**config.mk**
```make
export PLATFORM = sky130hd
export DESIGN_NAME = weighted_voter
export DESIGN_NICKNAME = d
export VERILOG_FILES = /design/src/rtl/weighted_voter.sv
export SDC_FILE = /design/constraint.sdc
export NUM_CORES = 1
export LEC_CHECK = 0
export CAP_MARGIN = 5
export CORE_MARGIN = 5
export CORE_UTILIZATION = 50
export CTS_CLUSTER_DIAMETER = 100
export DETAILED_ROUTE_END_ITERATION = 7
export PLACE_DENSITY = 0.83
export SLEW_MARGIN = 5
export SYNTH_ARGS = -nofsm -noshare
export SYNTH_HDL_FRONTEND = slang
export SYNTH_SLANG_ARGS = --single-unit
```
**constraint.sdc**
```tcl
create_clock -name clk -period 6.62 [get_ports clk]
set_input_delay 0.662 -clock clk [delete_from_list [all_inputs] [get_ports clk]]
set_output_delay 0.662 -clock clk [all_outputs]
set_load 0.02 [all_outputs]
```
**src/rtl/weighted_voter.sv**
```systemverilog
// -----------------------------------------------------------------------------
// weighted_voter
//
// Session-based weighted voting accumulator. Three voter classes (normal, VIP,
// VVIP) each carry a fixed weight. Within a session every voter counts once,
// on the first cycle its bit is seen high. A small IDLE/OPEN/CLOSED FSM frames
// the session. The weighted total saturates at 2^RES_W-1.
//
// Ports:
//   clk     in   1       rising-edge clock
//   reset   in   1       asynchronous, active-low reset
//   start   in   1       open a new session (clears the session state)
//   stop    in   1       close the current session (wins over start)
//   np      in   NP_W    normal vote bits (weight 1)
//   vip     in   VIP_W   VIP vote bits (weight VIP_WEIGHT)
//   vvip    in   VVIP_W  VVIP vote bits (weight VVIP_WEIGHT)
//   result  out  RES_W   saturating weighted total of current/last session
//   voters  out  CW      number of distinct voters counted
//   open    out  1       high while a session is open
//   done    out  1       one-cycle pulse on entering CLOSED
//   sat     out  1       sticky: result was clamped this session
// -----------------------------------------------------------------------------
module weighted_voter #(
    parameter int NP_W        = 32,
    parameter int VIP_W       = 8,
    parameter int VVIP_W      = 1,
    parameter int VIP_WEIGHT  = 4,
    parameter int VVIP_WEIGHT = 16,
    parameter int RES_W       = 8,
    localparam int CW         = $clog2(NP_W + VIP_W + VVIP_W + 1)
) (
    input  logic              clk,
    input  logic              reset,
    input  logic              start,
    input  logic              stop,
    input  logic [NP_W-1:0]   np,
    input  logic [VIP_W-1:0]  vip,
    input  logic [VVIP_W-1:0] vvip,
    output logic [RES_W-1:0]  result,
    output logic [CW-1:0]     voters,
    output logic              open,
    output logic              done,
    output logic              sat
);

    typedef enum logic [1:0] {
        S_IDLE   = 2'd0,
        S_OPEN   = 2'd1,
        S_CLOSED = 2'd2
    } state_t;

    // Largest representable result, held at 32 bits so the compare against
    // the un-truncated sum below is done at full width.
    localparam logic [31:0] RES_MAX = 32'((64'd1 << RES_W) - 64'd1);

    state_t            state, state_next;
    logic [NP_W-1:0]   mask_np;
    logic [VIP_W-1:0]  mask_vip;
    logic [VVIP_W-1:0] mask_vvip;

    logic [NP_W-1:0]   new_np;
    logic [VIP_W-1:0]  new_vip;
    logic [VVIP_W-1:0] new_vvip;
    logic [31:0]       cnt_np, cnt_vip, cnt_vvip;
    logic [31:0]       delta, sum, new_voters;
    logic              over;

    // Only bits not yet in the session mask are new votes; everything is
    // kept at 32 bits until the final saturating compare.
    // NOTE: every combinational output gets a default before any branch or
    // loop, so no path leaves a variable unassigned and no latch is inferred.
    always_comb begin
        new_np   = np & ~mask_np;
        new_vip  = vip & ~mask_vip;
        new_vvip = vvip & ~mask_vvip;
        cnt_np   = '0;
        cnt_vip  = '0;
        cnt_vvip = '0;
        for (int i = 0; i < NP_W; i++)   cnt_np   = cnt_np   + 32'(new_np[i]);
        for (int i = 0; i < VIP_W; i++)  cnt_vip  = cnt_vip  + 32'(new_vip[i]);
        for (int i = 0; i < VVIP_W; i++) cnt_vvip = cnt_vvip + 32'(new_vvip[i]);
        delta      = cnt_np + cnt_vip * 32'(VIP_WEIGHT) + cnt_vvip * 32'(VVIP_WEIGHT);
        sum        = 32'(result) + delta;
        over       = (sum > RES_MAX);
        new_voters = cnt_np + cnt_vip + cnt_vvip;
    end

    // Next-state logic; stop has priority over start while OPEN, and start
    // while OPEN is simply ignored.
    always_comb begin
        state_next = state;
        case (state)
            S_IDLE:   if (start) state_next = S_OPEN;
            S_OPEN:   if (stop)  state_next = S_CLOSED;
            S_CLOSED: if (start) state_next = S_OPEN;
            default:             state_next = S_IDLE;
        endcase
    end

    // NOTE: all state is written with non-blocking assignments so every
    // register samples the pre-edge values of the others.
    // NOTE: the vote masks are plain flops (not a memory), so they are reset
    // along with everything else and a reset mid-session leaves nothing behind.
    always_ff @(posedge clk or negedge reset) begin
        if (!reset) begin
            state     <= S_IDLE;
            mask_np   <= '0;
            mask_vip  <= '0;
            mask_vvip <= '0;
            result    <= '0;
            voters    <= '0;
            open      <= 1'b0;
            done      <= 1'b0;
            sat       <= 1'b0;
        end else begin
            state <= state_next;
            open  <= (state_next == S_OPEN);
            done  <= (state == S_OPEN) && stop;

            if (state == S_OPEN) begin
                // Votes present on the stop cycle still count.
                mask_np   <= mask_np | np;
                mask_vip  <= mask_vip | vip;
                mask_vvip <= mask_vvip | vvip;
                voters    <= voters + CW'(new_voters);
                if (over) begin
                    result <= RES_W'(RES_MAX);
                    sat    <= 1'b1;
                end else begin
                    result <= RES_W'(sum);
                end
            end else if (start) begin
                // Fresh session: votes on the start cycle itself are dropped.
                mask_np   <= '0;
                mask_vip  <= '0;
                mask_vvip <= '0;
                result    <= '0;
                voters    <= '0;
                sat       <= 1'b0;
            end
        end
    end

endmodule

```
==> impl_metrics.py, run 1 <==
metrics = {
    "sta": {
        "tns_ns": -2.32,
        "fin_crit_ns": 6.90,
        "fmax_ghz": 0.145,
        "fin_crit_sh": 1.04,
        "worstMarginPinSlew_ns": 0.781,
        "finalMaxSlewViolations": 0,
        "rsz0062_at_grt": "yes",
        "hold_viol": 0,
        "finalSetupViolations": 9,
        "fin_ws_ns": -0.282,
        "fin_skew_ns": 0.0126,
        "slew_headroom": 0.479,
    },
    "die": {
        "die_w_um": 101,
        "die_area_mm2": 0.0102,
        "boundaryPins": 62,
        "rows": 33,
        "start_util": 0.508,
        "die_height_um": 101,
        "coreArea_mm2": 0.00813,
    },
    "clock_network": {
        "cts_tree": "done",
        "numCtsBuffers": 9,
        "clock_sinks": 60,
        "clkTransAtPathRegs_ns": 0.07,
        "htreeDepth": 3,
        "root_buffer": "clkbuf_8",
        "clk_latency_ns": 0.34,
        "cts_buffer_depth": 2,
    },
    "drt": {
        "first_iter_violations": 153,
        "post_drt_wl_per_cell_um": 16.2,
        "detail-route-antenna-nets": 0,
        "vias_per_cell": 5.31,
        "wl_met2_mm": 4.50,
        "dr_wl_met3_um": 404,
        "wl_met1_mm": 4.09,
        "wirelength_mm": 9.23,
        "detail_route.first_pass.iterations": 5,
        "topRoutingLayerUsed": "met4",
        "drc": 0,
        "vias": 3033,
    },
    "logic_synthesis": {
        "synth_warnings": 0,
        "yosysSeqAreaShare": 0.363,
        "synth-seq-cells": 60,
        "avgSynthCellArea_um2": 11.2,
        "async_reset_ff_frac": 1.00,
        "syn_nets": 483,
        "syn_area_mm2": 0.00413,
        "synth_edf_count": 0,
        "syn_inst": 370,
        "synthFlopType": "dfrtp_1",
        "yosysUniqueCellTypes": 40,
    },
    "global_routing": {
        "grt_max_degree": 61,
        "grt_usage": 0.191,
        "grt_pass1_vias": 3340,
        "grt_overflow": 0,
        "grt_first_pass_wirelength_mm": 15.4,
        "antenna_found_initial": 0,
    },
    "critical_path": {
        "slowest_stage": "fa_2",
        "arrival_ns": 7.09,
        "cp.required_ns": 6.81,
        "slowest_delay_ns": 0.58,
        "critPathMaxFanout": 5,
        "worst_setup_path_end_kind": "flop",
        "start_kind": "input pin",
        "path_common_cell": "fa_1",
        "r2r_setup_slack_ns": -0.24,
        "critPathLaunch": "np[0]",
        "worstReg2RegEnd": "result[5]",
        "path_class": "input pin to flop",
        "reg2reg_depth": 26,
        "r2r_start": "mask_np[23]",
    },
    "placed_design": {
        "pre_cts_slack_ns": -1.00,
        "dpl.hpwl_mm": 6.52,
        "gp_congestion": 0.836,
        "placed_area_mm2": 0.00504,
        "portBuffers": 61,
    },
    "finish": {
        "fin_area_mm2": 0.00536,
        "area_delta_synth_final_pct": 29.8,
        "final_nets": 574,
        "fill_cells": 591,
        "drive_gt1_frac": 0.206,
        "final_common_cell": "dfrtp_1",
        "mostFrequentLayoutCells": "dfrtp_1, inv_1, clkdlybuf4s50_1",
        "antenna_cells": 0,
    },
    "run_status": {
        "violations": "setup timing",
        "outcome": "complete, but fails checks",
    },
    "worst_hold_path": {
        "hold_class": "input pin to async pin",
    },
    "flow_run": {
        "cap_viol_max_count": 0,
    },
}
[layer usage]
metal / global-route usage / vias up
met5: 0 / -
met4: 0.0798 / 0
met3: 0.0298 / 17
met2: 0.313 / 79
met1: 0.253 / 1514
li1: - / 1423
[metrics by stage]
step	utilization	instances	hold WS, ns
floorplan	-	370	0.366
detailed placement	0.619	547	0.473
global placement	0.619	547	0.468
CTS	0.650	569	0.495
finish	0.659	571	0.478
global route	0.659	571	0.507
[synthesized netlist by cell type, types with 2 or more instances]
master | n | area [um^2]
nand3_1 | 6 | 30.0
o31ai_1 | 3 | 22.5
a21o_1 | 6 | 45.0
fa_1 | 39 | 781
xor2_1 | 5 | 43.8
a21oi_1 | 9 | 45.0
nand2b_1 | 30 | 188
o211ai_1 | 4 | 30.0
o21ai_0 | 5 | 25.0
xnor2_1 | 5 | 43.8
inv_1 | 58 | 218
nor2_1 | 6 | 22.5
o311ai_0 | 2 | 17.5
nor2b_1 | 13 | 81.3
buf_2 | 5 | 25.0
a22o_1 | 41 | 359
mux2i_1 | 2 | 20.0
and3_1 | 2 | 12.5
nor3_1 | 2 | 10.0
clkbuf_1 | 7 | 26.3
ha_1 | 29 | 363
nand2_1 | 9 | 33.8
o21bai_1 | 2 | 15.0
o22ai_1 | 2 | 12.5
dfrtp_1 | 60 | 1500
a211oi_1 | 2 | 15.0
nor3b_1 | 3 | 22.5
[timing repair]
item	CTS	global route
resized for setup	58	27
hold buffers	0	0
gates cloned	1	0
endpoints found under the setup margin	11	11
buffers inserted	5	2
pin swaps	27	32
[cells by family (layout without fill, tap and decap cells)]
family                     Yosys count  count (layout)  share of synthesized area
and+or+nand+nor                     74              74                      0.102
muxes                                2               2                    0.00484
buffers and inverters               72             168                     0.0669
adders and majority gates           68              68                      0.277
AOI/OAI and AO/OA                   83              83                      0.159
xor gates and xnor gates            11              11                     0.0279
DFF                                 60              60                      0.363
[registers in the layout, indices dropped and copies added (netlist names)]
signal	count
mask_vip	8
mask_np	32
voters	6
state	2
done	1
result	8
open	1
sat	1
mask_vvip	1
[how the worst max path moves through the flow]
stage | endpoint | slack (ns)
after CTS | result[7] | -0.40
after global placement | result[4] | -0.84
after detailed placement | result[5] | -1.00
after global routing | result[5] | -0.48
after floorplan | result[2] | -0.27
final | result[5] | -0.28
[final cells by class]
cell class | count | area [um^2] | share of cell area
flip-flops and latches | 60 | 1500 | 0.280
clock buffers | 11 | 151 | 0.0282
well taps | 105 | 131 | 0.0245
repair buffers | 93 | 816 | 0.152
multi-input cells | 238 | 2510 | 0.467
inverters | 59 | 221 | 0.0413
clock inverters | 5 | 36.3 | 0.00676
[worst max-delay path: cells and delay by family]
kind / cells / cell delay (ns)
simple gates: 1 / 0.12
buf+inv: 8 / 0.55
xor+xnor: 1 / 0.15
compound gates: 7 / 0.87
fa+ha+maj: 11 / 4.75
Power of run 1 is not shown: default switching activity piles up to over one toggle a cycle in this logic, so the estimate is an artifact.
==> run 2: changes to the inputs <==
--- a/config.mk
+++ b/config.mk
@@ -6,7 +6,6 @@
 export NUM_CORES = 1
 export LEC_CHECK = 0
 export CAP_MARGIN = 5
-export CORE_MARGIN = 5
 export CORE_UTILIZATION = 50
 export CTS_CLUSTER_DIAMETER = 100
 export DETAILED_ROUTE_END_ITERATION = 7
==> run 2 against run 1 <==
Compared with the run above:
- the run still ends with setup timing left
- die area shrank 15%
- critical path depth shrank 5
- clock skew shrank 0.0015 ns
- design area grew 0.33%
- hold slack lost 0.029 ns
- cell count shrank 0.70%
- critical path type is now flop to flop
- highest routed layer unchanged
==> impl_metrics.py, run 2 (synthesized netlist as in run 1, its figures left out) <==
metrics = {
    "run_status": {
        "outcome": "complete, but fails checks",
        "violations": "setup timing",
    },
    "clock_network": {
        "htreeDepth": 3,
        "cts_buffer_depth": 2,
        "numCtsBuffers": 9,
        "root_buffer": "clkbuf_8",
        "clkTransAtPathRegs_ns": 0.08,
        "clock_sinks": 60,
        "cts_hold_buf": 0,
        "cts_tree": "done",
        "clk_latency_ns": 0.36,
    },
    "flow_run": {
        "cap_viol_max_count": 0,
    },
    "global_routing": {
        "antenna_found_initial": 0,
        "grt_pass1_vias": 3177,
        "grt_usage": 0.228,
        "grt_first_pass_wirelength_mm": 15.0,
        "grt_overflow": 0,
        "grt_max_degree": 61,
    },
    "drt": {
        "detail_route.first_pass.iterations": 5,
        "first_iter_violations": 113,
        "post_drt_wl_per_cell_um": 16.5,
        "detail-route-antenna-nets": 0,
        "drc": 0,
        "vias": 3064,
        "wirelength_mm": 9.33,
        "vias_per_cell": 5.40,
    },
    "finish": {
        "final_common_cell": "dfrtp_1",
        "area_delta_synth_final_pct": 30.2,
        "regMostFlops": "mask_np",
        "top_regs": "mask_np: 32 flops, mask_vip: 8 flops, result: 8 flops",
        "mostFrequentLayoutCells": "dfrtp_1, inv_1, clkdlybuf4s50_1",
        "final_nets": 573,
        "antenna_cells": 0,
        "fill_cells": 581,
        "final_cells": 567,
        "drive_gt1_frac": 0.211,
        "largest_register_ffs": 32,
    },
    "sta": {
        "fin_crit_ns": 6.98,
        "worstMarginPinSlew_ns": 1.20,
        "finalSetupViolations": 9,
        "fin_crit_sh": 1.05,
        "fin_skew_ns": 0.0111,
        "rsz0062_at_grt": "yes",
        "slew_headroom": 0.201,
        "finalMaxSlewViolations": 0,
        "fin_ws_ns": -0.363,
        "hold_viol": 0,
        "fmax_ghz": 0.143,
    },
    "die": {
        "die_w_um": 92.9,
        "boundaryPins": 62,
        "die_area_mm2": 0.00863,
        "coreArea_mm2": 0.00785,
        "die_height_um": 92.9,
        "rows": 32,
        "start_util": 0.527,
    },
    "critical_path": {
        "start_kind": "flop",
        "critPathMaxFanout": 7,
        "arrival_ns": 7.18,
        "cp.required_ns": 6.81,
        "r2r_setup_slack_ns": -0.36,
        "path_class": "flop to flop",
        "worst_setup_path_end_kind": "flop",
    },
    "placed_design": {
        "gp_congestion": 0.858,
        "portBuffers": 61,
        "dpl.cell_count": 545,
        "dpl.hpwl_mm": 6.44,
    },
    "worst_hold_path": {
        "hold_class": "input pin to async pin",
    },
}
==> run 2: cell type report <==
class,instances,area (um^2),area share
timing repair buffer,92,790,0.147
clock buffer,10,138,0.0256
multi-input combinational,238,2540,0.472
clock inverter,6,63.8,0.0119
sequential,60,1500,0.279
tap,102,128,0.0237
inverter,59,221,0.0412
==> run 2: worst max-delay path, stage by stage, from the launching register on <==
cell,delay [ns]
dfrtp_1,0.40
nand2b_4,0.15
fa_1,0.51
fa_2,0.62
fa_2,0.45
fa_1,0.46
fa_1,0.52
fa_1,0.41
inv_1,0.08
ha_2,0.19
inv_2,0.05
fa_2,0.38
xor2_1,0.34
fa_1,0.48
inv_1,0.09
ha_1,0.26
ha_1,0.25
fa_2,0.37
a21oi_2,0.12
o21bai_1,0.09
a21oi_1,0.16
a2bb2oi_2,0.18
buf_6,0.16
o311ai_4,0.10
==> run 2: layer usage <==
layer / GRT usage / up-vias / wire length (um)
met2: 0.372 / 74 / 4740
met4: 0.0615 / 0 / 131
met3: 0.0484 / 11 / 326
li1: - / 1420 / -
met5: 0 / - / 0
met1: 0.310 / 1559 / 4130
==> run 2: worst paths after layout <==
check,startpoint,cells past startpoint,endpoint
max,mask_np[9],23,result[2]
min,reset,2,done
max reg2reg,mask_np[9],23,result[2]
min reg2reg,mask_vvip,1,mask_vvip
max in group asynchronous,reset,2,voters[0]
min in group clk,mask_vvip,1,mask_vvip
==> run 2: per-stage QoR <==
step | setup TNS [ns] | hold WS, ns | instance area, um^2 | utilization | worst slack, ns
global placement | -8.37 | 0.466 | 5040 | 0.643 | -0.860
floorplan | -2.32 | 0.366 | 4180 | - | -0.274
CTS | -3.23 | 0.490 | 5320 | 0.678 | -0.401
detailed placement | -9.79 | 0.473 | 5040 | 0.643 | -0.997
global route | -5.10 | 0.508 | 5380 | 0.686 | -0.588
finish | -2.83 | 0.449 | 5380 | 0.686 | -0.363
==> run 2: what timing repair did <==
item                                    4_1_cts  5_1_grt
endpoints found under the setup margin       11       11
resized for setup                            60       24
gates cloned                                  0        0
pin swaps                                    25       29
buffers inserted                              4        2
Power of run 2 is left out for the same reason.
==> run 3: changes to the inputs <==
--- a/config.mk
+++ b/config.mk
@@ -6,10 +6,10 @@
 export NUM_CORES = 1
 export LEC_CHECK = 0
 export CAP_MARGIN = 5
-export CORE_UTILIZATION = 50
+export CORE_UTILIZATION = 30
 export CTS_CLUSTER_DIAMETER = 100
 export DETAILED_ROUTE_END_ITERATION = 7
-export PLACE_DENSITY = 0.83
+export PLACE_DENSITY = 0.56
 export SLEW_MARGIN = 5
 export SYNTH_ARGS = -nofsm -noshare
 export SYNTH_HDL_FRONTEND = slang
==> run 3 against run 2 <==
Compared with the run above:
- the run still ends with setup timing left
- worst setup slack improved by 0.17 ns
- hold slack improved by 0.035 ns
- maximum frequency grew 2.6%
- largest cell class unchanged
==> impl_metrics.py, run 3 (synthesized netlist as in run 1, its figures left out) <==
metrics = {
    "critical_path": {
        "critPathMaxFanout": 5,
        "path_class": "flop to flop",
        "worst_setup_path_end_kind": "flop",
        "start_kind": "flop",
        "cp.required_ns": 6.80,
        "r2r_start": "mask_np[27]",
        "crit_end": "result[4]",
        "worstReg2RegEnd": "result[4]",
        "critPathLaunch": "mask_np[27]",
        "arrival_ns": 6.99,
        "reg2reg_depth": 26,
        "r2r_setup_slack_ns": -0.19,
    },
    "sta": {
        "worstMarginPinSlew_ns": 0.794,
        "fin_crit_sh": 1.03,
        "fin_ws_ns": -0.188,
        "finalSetupViolations": 9,
        "fin_skew_ns": 0.00832,
        "fin_crit_ns": 6.81,
        "slew_headroom": 0.471,
        "hold_viol": 0,
        "fmax_ghz": 0.147,
        "rsz0062_at_grt": "yes",
        "hold_ws_ns": 0.484,
        "finalMaxSlewViolations": 0,
    },
    "clock_network": {
        "clkTransAtPathRegs_ns": 0.05,
        "root_buffer": "clkbuf_16",
        "cts_tree": "done",
        "htreeDepth": 3,
        "clock_sinks": 60,
        "cts_buffer_depth": 2,
        "cts_hold_buf": 0,
        "numCtsBuffers": 9,
        "clk_latency_ns": 0.34,
    },
    "finish": {
        "mostFrequentLayoutCells": "dfrtp_1, inv_1, clkdlybuf4s50_1",
        "fin_area_mm2": 0.00558,
        "antenna_cells": 0,
        "top_regs": "mask_np: 32 flops, mask_vip: 8 flops, result: 8 flops",
        "post-route-util": 0.418,
        "drive_gt1_frac": 0.209,
        "fill_cells": 1315,
        "regMostFlops": "mask_np",
        "final_nets": 577,
        "largest_register_ffs": 32,
        "final_common_cell": "dfrtp_1",
        "area_delta_synth_final_pct": 35.0,
    },
    "placed_design": {
        "pre_cts_slack_ns": -0.950,
        "gp_congestion": 0.750,
        "dpl.hpwl_mm": 6.59,
        "placed_area_mm2": 0.00515,
        "portBuffers": 61,
    },
    "global_routing": {
        "grt_overflow": 0,
        "grt_first_pass_wirelength_mm": 15.7,
        "antenna_found_initial": 0,
        "grt_max_degree": 61,
        "grt_usage": 0.143,
        "grt_pass1_vias": 3173,
    },
    "drt": {
        "vias": 2947,
        "detail_route.first_pass.iterations": 4,
        "wirelength_mm": 9.09,
        "first_iter_violations": 102,
        "drc": 0,
        "detail-route-antenna-nets": 0,
        "post_drt_wl_per_cell_um": 14.1,
        "vias_per_cell": 4.58,
    },
    "run_status": {
        "outcome": "complete, but fails checks",
        "violations": "setup timing",
    },
    "flow_run": {
        "cap_viol_max_count": 0,
    },
    "die": {
        "rows": 42,
        "start_util": 0.310,
        "coreArea_mm2": 0.0133,
        "die_area_mm2": 0.0142,
        "die_height_um": 119,
        "boundaryPins": 62,
        "die_w_um": 119,
    },
    "worst_hold_path": {
        "holdCritStartpoint": "state[1]",
        "hold_class": "flop to flop",
    },
}
## run 3: cell count changes in the layout (fill, tap and decap cells not counted), sizes merged
| cell | previous run | this run |
|---|---|---|
| clkbuf | 15 | 17 |
| clkinvlp | 2 | 1 |
| buf | 39 | 43 |
| clkinv | 4 | 2 |
## run 3: area by class of cell
type,count,area (um^2),share of cell area
timing repair buffer,96,826,0.148
sequential,60,1500,0.269
tap,176,220,0.0395
clock buffer,12,256,0.0460
inverter,59,221,0.0397
multi-input combinational,238,2510,0.449
clock inverter,3,46.3,0.00830
## run 3: through the flow
step | std cells | setup TNS, ns
3_5_place_dp | 621 | -9.30
6_report | 644 | -1.48
4_1_cts | 642 | -2.81
2_1_floorplan | 370 | -2.32
5_1_grt | 644 | -4.01
3_3_place_gp | 621 | -8.69
## run 3: worst min path at each step
stage / to / slack (ns) / depth (start not counted)
floorplan: done / 0.37 / 0
global placement: state[1] / 0.47 / 1
detailed placement: mask_np[26] / 0.47 / 1
CTS: state[1] / 0.49 / 1
global route: state[1] / 0.50 / 1
finish: state[1] / 0.48 / 1
## run 3: repair_timing
| action | CTS | global route |
|---|---|---|
| pin swaps | 26 | 21 |
| setup endpoints to repair | 11 | 11 |
| buffers inserted | 5 | 2 |
| gates resized for setup | 60 | 23 |
| cloned | 1 | 0 |
| hold endpoints to repair | 0 | 0 |
## run 3: routing by layer
metal / routed length (um) / vias up / GRT usage
met5: 0 / - / 0
met4: 148 / 0 / 0.0516
met3: 340 / 13 / 0.0393
met2: 4060 / 50 / 0.215
met1: 4540 / 1449 / 0.197
li1: - / 1435 / -
## run 3: worst max-delay path: stages, from the launching register on
cell and delay [ns]:
dfrtp_1 0.38, nand2b_4 0.14, fa_1 0.57, fa_1 0.45, fa_1 0.54, fa_1 0.57, fa_1 0.43, fa_1 0.43
inv_1 0.07, ha_2 0.18, inv_2 0.04, fa_2 0.37, inv_2 0.06, a21o_4 0.11, a21oi_4 0.05, xnor2_2 0.15
fa_1 0.53, inv_2 0.04, fa_1 0.51, inv_2 0.04, ha_4 0.21, a21oi_2 0.12, o21bai_1 0.11, a21oi_2 0.14
a2bb2oi_2 0.17, buf_6 0.14, o211ai_1 0.09
Power of run 3 is left out for the same reason.
